`config.mk`:
```
export PLATFORM = sky130hd
export DESIGN_NAME = lcd1602_bus_reader
export DESIGN_NICKNAME = d
export VERILOG_FILES = /design/src/rtl/lcd1602_bus_reader.sv
export SDC_FILE = /design/constraint.sdc
export NUM_CORES = 1
export LEC_CHECK = 0
export BUFFER_PORTS_ARGS = -buffer_cell sky130_fd_sc_hd__buf_2
export CORE_MARGIN = 2
export CORE_UTILIZATION = 55
export DETAILED_ROUTE_END_ITERATION = 8
export GPL_ROUTABILITY_DRIVEN = 0
export PLACE_DENSITY = 0.85
export SLEW_MARGIN = 10
export SYNTH_ARGS = -nofsm -noshare
export SYNTH_HDL_FRONTEND = slang
export SYNTH_SLANG_ARGS = --single-unit
```
`constraint.sdc`:
```
create_clock -name clk -period 4.55 [get_ports clk]
set_input_delay 1.1375 -clock clk [delete_from_list [all_inputs] [get_ports clk]]
set_output_delay 1.1375 -clock clk [all_outputs]
set_load 0.05 [all_outputs]
```
`src/rtl/lcd1602_bus_reader.sv`:
```
// Read-side engine for an HD44780/LCD1602 8-bit bus: status reads, data reads
// and busy-flag polling with RS/RW/E timing generated from clock-count parameters.
`timescale 1ns/1ps
module lcd1602_bus_reader #(
    parameter int T_AS         = 3,
    parameter int T_PW         = 13,
    parameter int T_H          = 2,
    parameter int T_REC        = 10,
    parameter int POLL_TIMEOUT = 50000
) (
    input  logic       clk,
    input  logic       rst,
    input  logic       req,
    input  logic [1:0] op,
    output logic       ready,
    output logic       done,
    output logic [7:0] rd_data,
    output logic       busy_flag,
    output logic [6:0] addr,
    output logic       timeout,
    output logic       lcd_rs,
    output logic       lcd_rw,
    output logic       lcd_en,
    input  logic [7:0] lcd_dat_i
);

    localparam int TMAX_A = (T_AS > T_PW) ? T_AS : T_PW;
    localparam int TMAX_B = (T_H > T_REC) ? T_H : T_REC;
    localparam int TMAX   = (TMAX_A > TMAX_B) ? TMAX_A : TMAX_B;
    localparam int TW     = $clog2(TMAX + 1);

    localparam logic [TW-1:0] AS_LAST  = TW'(T_AS - 1);
    localparam logic [TW-1:0] PW_LAST  = TW'(T_PW - 1);
    localparam logic [TW-1:0] H_LAST   = TW'(T_H - 1);
    localparam logic [TW-1:0] REC_LAST = TW'(T_REC - 1);
    // Limits above the 16-bit counter range clamp to the saturation value.
    localparam logic [15:0]   POLL_LIMIT = (POLL_TIMEOUT > 65535) ? 16'hFFFF : 16'(POLL_TIMEOUT);

    typedef enum logic [2:0] {
        S_IDLE,
        S_SETUP,
        S_EN_HI,
        S_HOLD,
        S_RECOVER
    } state_e;

    state_e        state_q, state_d;
    logic [TW-1:0] timer_q, timer_d;
    logic [1:0]    op_q, op_d;
    logic          rs_q, rs_d;
    logic          rw_q, rw_d;
    logic          en_q, en_d;
    logic          done_q, done_d;
    logic [7:0]    rd_data_q, rd_data_d;
    logic          busy_q, busy_d;
    logic [6:0]    addr_q, addr_d;
    logic          timeout_q, timeout_d;
    logic [15:0]   poll_q, poll_d;

    always_ff @(posedge clk or posedge rst) begin
        if (rst) begin
            state_q   <= S_IDLE;
            timer_q   <= '0;
            op_q      <= 2'b00;
            rs_q      <= 1'b0;
            rw_q      <= 1'b0;
            en_q      <= 1'b0;
            done_q    <= 1'b0;
            rd_data_q <= 8'h00;
            busy_q    <= 1'b0;
            addr_q    <= 7'h00;
            timeout_q <= 1'b0;
            poll_q    <= 16'h0000;
        end else begin
            state_q   <= state_d;
            timer_q   <= timer_d;
            op_q      <= op_d;
            rs_q      <= rs_d;
            rw_q      <= rw_d;
            en_q      <= en_d;
            done_q    <= done_d;
            rd_data_q <= rd_data_d;
            busy_q    <= busy_d;
            addr_q    <= addr_d;
            timeout_q <= timeout_d;
            poll_q    <= poll_d;
        end
    end

    always_comb begin
        state_d   = state_q;
        timer_d   = timer_q;
        op_d      = op_q;
        rs_d      = rs_q;
        rw_d      = rw_q;
        en_d      = en_q;
        done_d    = 1'b0;
        rd_data_d = rd_data_q;
        busy_d    = busy_q;
        addr_d    = addr_q;
        timeout_d = timeout_q;
        poll_d    = poll_q;

        // The poll counter measures wall-clock time of the whole operation.
        if (state_q != S_IDLE && poll_q != 16'hFFFF) begin
            poll_d = poll_q + 16'd1;
        end

        unique case (state_q)
            S_IDLE: begin
                en_d = 1'b0;
                rw_d = 1'b0;
                if (req) begin
                    op_d      = (op == 2'b11) ? 2'b00 : op;
                    rs_d      = (op == 2'b01);
                    rw_d      = 1'b1;
                    timeout_d = 1'b0;
                    poll_d    = 16'h0000;
                    timer_d   = '0;
                    state_d   = S_SETUP;
                end
            end
            S_SETUP: begin
                if (timer_q == AS_LAST) begin
                    timer_d = '0;
                    en_d    = 1'b1;
                    state_d = S_EN_HI;
                end else begin
                    timer_d = timer_q + TW'(1);
                end
            end
            S_EN_HI: begin
                if (timer_q == PW_LAST) begin
                    rd_data_d = lcd_dat_i;
                    if (op_q != 2'b01) begin
                        busy_d = lcd_dat_i[7];
                        addr_d = lcd_dat_i[6:0];
                    end
                    timer_d = '0;
                    en_d    = 1'b0;
                    state_d = S_HOLD;
                end else begin
                    timer_d = timer_q + TW'(1);
                end
            end
            S_HOLD: begin
                if (timer_q == H_LAST) begin
                    timer_d = '0;
                    rw_d    = 1'b0;
                    state_d = S_RECOVER;
                end else begin
                    timer_d = timer_q + TW'(1);
                end
            end
            S_RECOVER: begin
                if (timer_q == REC_LAST) begin
                    timer_d = '0;
                    // A still-busy poll goes straight into another status read.
                    if (op_q == 2'b10 && busy_q && poll_q < POLL_LIMIT) begin
                        rw_d    = 1'b1;
                        state_d = S_SETUP;
                    end else begin
                        timeout_d = (op_q == 2'b10) && busy_q;
                        done_d    = 1'b1;
                        state_d   = S_IDLE;
                    end
                end else begin
                    timer_d = timer_q + TW'(1);
                end
            end
            default: begin
                state_d = S_IDLE;
            end
        endcase
    end

    assign ready     = (state_q == S_IDLE);
    assign done      = done_q;
    assign rd_data   = rd_data_q;
    assign busy_flag = busy_q;
    assign addr      = addr_q;
    assign timeout   = timeout_q;
    assign lcd_rs    = rs_q;
    assign lcd_rw    = rw_q;
    assign lcd_en    = en_q;

endmodule

```
# ---- Word-level counts from Yosys, hierarchy flattened
# Cells that the tools add are included.
dict set report word_totals {
  register_bits 46
  output_inout_bits 22
}
dict set report classes {
  add_sub_neg 2
  order_cmp 1
  n_eq_ne 20
  n_mux 32
  n_reduce_logical 17
}
# op count
set ops {}
lappend ops {{two-way mux 16 bit} 3}
lappend ops {{two-way mux 4 bit} 5}
lappend ops {{one-hot mux 4 bit (5 select lines)} 1}
lappend ops {{adder 16 x 1 -> 16 bit, second input constant} 1}
lappend ops {{less-than comparator 16 bit, second input constant} 1}
lappend ops {{!= test 16 bit, second input constant} 1}
lappend ops {{two-way mux 3 bit} 5}
lappend ops {{one-hot mux 3 bit (5 select lines)} 1}
lappend ops {{!= test 2 bit, second input constant} 7}
lappend ops {{two-way mux 1 bit} 13}
lappend ops {{nonzero test 3 bit} 3}
lappend ops {{== test 4 bit, second input constant} 2}
lappend ops {{AND reduction 4 bit} 2}
lappend ops {{== test 3 x 2 -> 1 bit, second input constant} 2}
lappend ops {{one-hot mux 1 bit (3 select lines)} 2}
lappend ops {{AND reduction 2 bit} 3}
lappend ops {{AND reduction 3 bit} 2}
lappend ops {{AND reduction 5 bit} 1}
lappend ops {{nonzero test 5 bit} 1}
lappend ops {{adder 4 x 1 -> 4 bit, second input constant} 1}
lappend ops {{== test 2 bit, second input constant} 2}
lappend ops {{== test 4 x 1 -> 1 bit, second input constant} 1}
lappend ops {{== test 4 x 2 -> 1 bit, second input constant} 1}
lappend ops {{== test 3 x 1 -> 1 bit, second input constant} 1}
lappend ops {{8 further kinds} 10}

# ---- Logic depth before layout (Yosys ltp)
dict set report depth {
  depth_word 6
  ltp_mapped 8
}

# ---- Least setup slack after synthesis
# OpenSTA, ideal clock, no wires.
dict set report synth_timing {
  path_type {register -> output}
  start {register state_q[0]}
  end {output ready}
  arrival_time_ns 1.295
  required_time_ns 3.413
  setup_slack_ns 2.118
  stages_incl_launch_ff 4
  path_buffers 1
  path_cell_list {dfrtp_1 -> or3_1 -> buf_4 -> inv_1}
}
dict set report synth_between {
  elab_chain_cells 1
}
# item line
set synth_lines {}
lappend synth_lines {{start, declared} 47} ;# state_e state_q, state_d;
lappend synth_lines {{start signal, assigned} 75} ;# state_q <= state_d;
lappend synth_lines {{logical NOT 3 bit} 177} ;# assign ready = (state_q == S_IDLE);
lappend synth_lines {{end, declared} 15} ;# output logic ready,
# No other way between the ends.

# ---- Worst setup path after layout
# Ends and elaborated chain as after synthesis.

==> flow_metrics.py <==
metrics = {
    "flow_run": {
        "drv_cap": 0,
    },
    "drt": {
        "drt-total-wl_mm": 5.00,
        "drtIter0Drc": 216,
        "drt.antenna.violating_nets": 0,
        "firstDrtPassIters": 4,
        "drc": 0,
        "via_count": 1967,
        "wl_per_cell_um": 15.5,
        "via_per_inst": 6.09,
    },
    "yosys": {
        "syn_nets": 259,
        "synth_seq_cells": 45,
        "netlist_area_mm2": 0.00243,
        "synth_edf_count": 0,
        "ys_top_cells_by_count": "dfrtp_1, nand2_1, mux2_2",
        "synth_cells": 241,
        "ys_warn_count": 0,
        "synth_most_common_cell": "dfrtp_1",
        "synth-main-ff-cell": "dfrtp_1",
        "yosysTopAreaCell": "dfrtp_1",
        "ys_types": 55,
        "ys_top_cells_by_area": "dfrtp_1, mux2_2, nand2_1",
        "synthDominantCellAreaShare": 0.464,
        "async_reset_ff_frac": 1.00,
        "ys_seq_area_frac": 0.464,
        "syn_area_per_cell_um2": 10.1,
    },
    "floorplanning": {
        "dieArea_mm2": 0.00496,
        "start_util": 0.565,
        "rows": 24,
        "die_h_um": 70.4,
        "fp.dieW_um": 70.4,
        "pin_count": 35,
        "core-area_mm2": 0.00429,
    },
    "global_routing": {
        "antenna_found_initial": 0,
        "grt_first_pass_wirelength_mm": 8.44,
        "grt.overflow.total": 0,
        "top_usage_layer": "met2",
        "grt_use_met3": 0.0534,
        "grt.met1_usage": 0.293,
        "grt_start_max_net_pins": 46,
        "met2_usage": 0.327,
        "gr-usage-all-layers": 0.215,
        "first_global_vias": 1780,
    },
    "power": {
        "cellPowerDensity_mw_per_mm2": 576,
        "power_frac_comb": 0.404,
        "p_leak_nw": 1.24,
        "power_frac_clock": 0.167,
        "power.internal_mw": 0.850,
        "power_switching_mw": 0.698,
        "ir_drop_mv": 0.287,
        "switching_share": 0.451,
        "p_seq_frac": 0.429,
        "power_mw": 1.55,
    },
    "cts": {
        "postCtsHoldBufs": 0,
        "cts_tree": "yes",
        "htreeDepth": 2,
        "clock_latency_ps": 310,
        "postCtsSetupRepairBufs": 0,
        "clock-sinks": 45,
        "clockBufferDepth": 2,
        "cts_resized": 0,
        "root_buffer": "clkbuf_8",
        "clkTransAtPathRegs_ps": 90,
        "numCtsBuffers": 5,
    },
    "worst_setup_path": {
        "crit_required_ps": 3410,
        "r2r_slack_ps": 2050,
        "crit_fanout": 15,
        "worstSetupStartpointType": "flip-flop",
        "end_kind": "output port",
        "critical_path_arrival_ps": 1880,
        "criticalPathCategory": "flip-flop to output port",
    },
    "timing": {
        "relSlewSlack": 0.393,
        "setup_ws_ps": 1530,
        "clock-skew-final_ps": 7.41,
        "finalSetupViolCount": 0,
        "drv_slew": 0,
        "fmax_mhz": 331,
        "tightest_slew_ps": 911,
        "setup_tns_ps": 0,
        "hold_viol": 0,
        "grt_setup_unrepaired": "no",
        "fin_crit_sh": 0.664,
        "post-route-min-period_ps": 3020,
    },
    "final_layout": {
        "drive_gt1_frac": 0.232,
        "area_growth_pct": 10.8,
        "diodes": 0,
        "fillers": 345,
        "fin_nets": 288,
        "fin_area_mm2": 0.00269,
    },
    "status": {
        "status": "finished, final reports clean",
    },
    "placed_design": {
        "post-place-ws_ps": 1890,
        "io_buffer_count": 34,
        "hpwlAfterDp_mm": 3.48,
        "place_area_mm2": 0.00260,
    },
    "hold_path": {
        "hp-class": "flip-flop to flip-flop",
    },
}
-- power groups by stage --
stage | logic (mW) | clock network [mW] | registers (mW)
after CTS | 0.621 | 0.264 | 0.659
after global placement | 0.603 | 0 | 0.660
after detailed placement | 0.617 | 0 | 0.666
after floorplan | 0.479 | 0 | 0.678
final | 0.625 | 0.258 | 0.665
after global routing | 0.697 | 0.282 | 0.684
-- area by class of cell --
cell class | count | area (um2) | area share
tap | 52 | 65.1 | 0.0242
inverter | 12 | 45.0 | 0.0168
clock inverter | 3 | 21.3 | 0.00791
timing repair buffer | 35 | 178 | 0.0661
clock buffer | 5 | 68.8 | 0.0256
multi-input combinational | 171 | 1180 | 0.441
sequential | 45 | 1130 | 0.419
-- state kept, by name, summed over array words and instances (netlist names) --
name       flops
addr           7
lcd_rw         1
op_q           2
state_q        3
timeout        1
busy_flag      1
timer_q        4
done           1
rd_data        8
lcd_en         1
poll_q        16
-- worst max-delay path: stages, from the launching register on --
cell and delay (ps):
dfrtp_1 520, or3_1 550, inv_1 210, buf_2 300
-- cell families (layout without fill, tap and decap cells) --
logic type                 count (synthesis)  count (layout)  share of synthesized area
adders and majority gates                  5               5                     0.0258
DFF                                       45              45                      0.464
AOI/OAI and AO/OA                         55              55                      0.155
muxes                                     23              23                      0.104
buffers and inverters                     25              55                     0.0474
xor gates and xnor gates                   1               1                    0.00361
and+or+nand+nor                           87              87                      0.200
-- cell usage in the layout, fill, tap and decap left out, types with 4 or more instances in the layout --
master,synthesis,layout
dfrtp_1,45,45
inv_1,12,11
mux2i_1,6,6
nor3_1,5,5
a21oi_1,10,10
mux2_2,17,17
nor3b_1,4,4
buf_2,0,34
o211ai_1,4,4
nand4_1,5,5
nand2_1,20,20
nand2b_1,4,4
clkbuf_8,1,5
o21ai_0,15,15
nand3_1,8,8
ha_1,5,5
nand3b_1,4,4
and3_1,4,4
nor2_1,11,11
-- layer usage --
| layer | vias to the layer above | share of wire |
|---|---|---|
| li1 | 944 | - |
| met1 | 967 | 0.45 |
| met2 | 48 | 0.48 |
| met3 | 8 | 0.046 |
| met4 | 0 | 0.020 |
| met5 | - | 0 |
-- stage by stage --
step                      cells  hold WS, ps   util
after floorplan             241          460      -
after CTS                   323          508  0.626
after detailed placement    315          487  0.605
after global routing        323          524  0.626
final                       323          507  0.626
after global placement      315          483  0.605
-- final timing paths --
| check | from | to | depth (start not counted) |
|---|---|---|---|
| min in group asynchronous | rst | rd_data[2] | 3 |
| setup / recovery | state_q[0] | ready | 3 |
| hold / removal | rd_data[6] | rd_data[6] | 1 |
| hold reg to reg | rd_data[6] | rd_data[6] | 1 |
| setup reg to reg | timer_q[0] | timer_q[2] | 6 |
| max in group asynchronous | rst | poll_q[0] | 3 |
No activity file was read; power rests on OpenSTA's default activity.
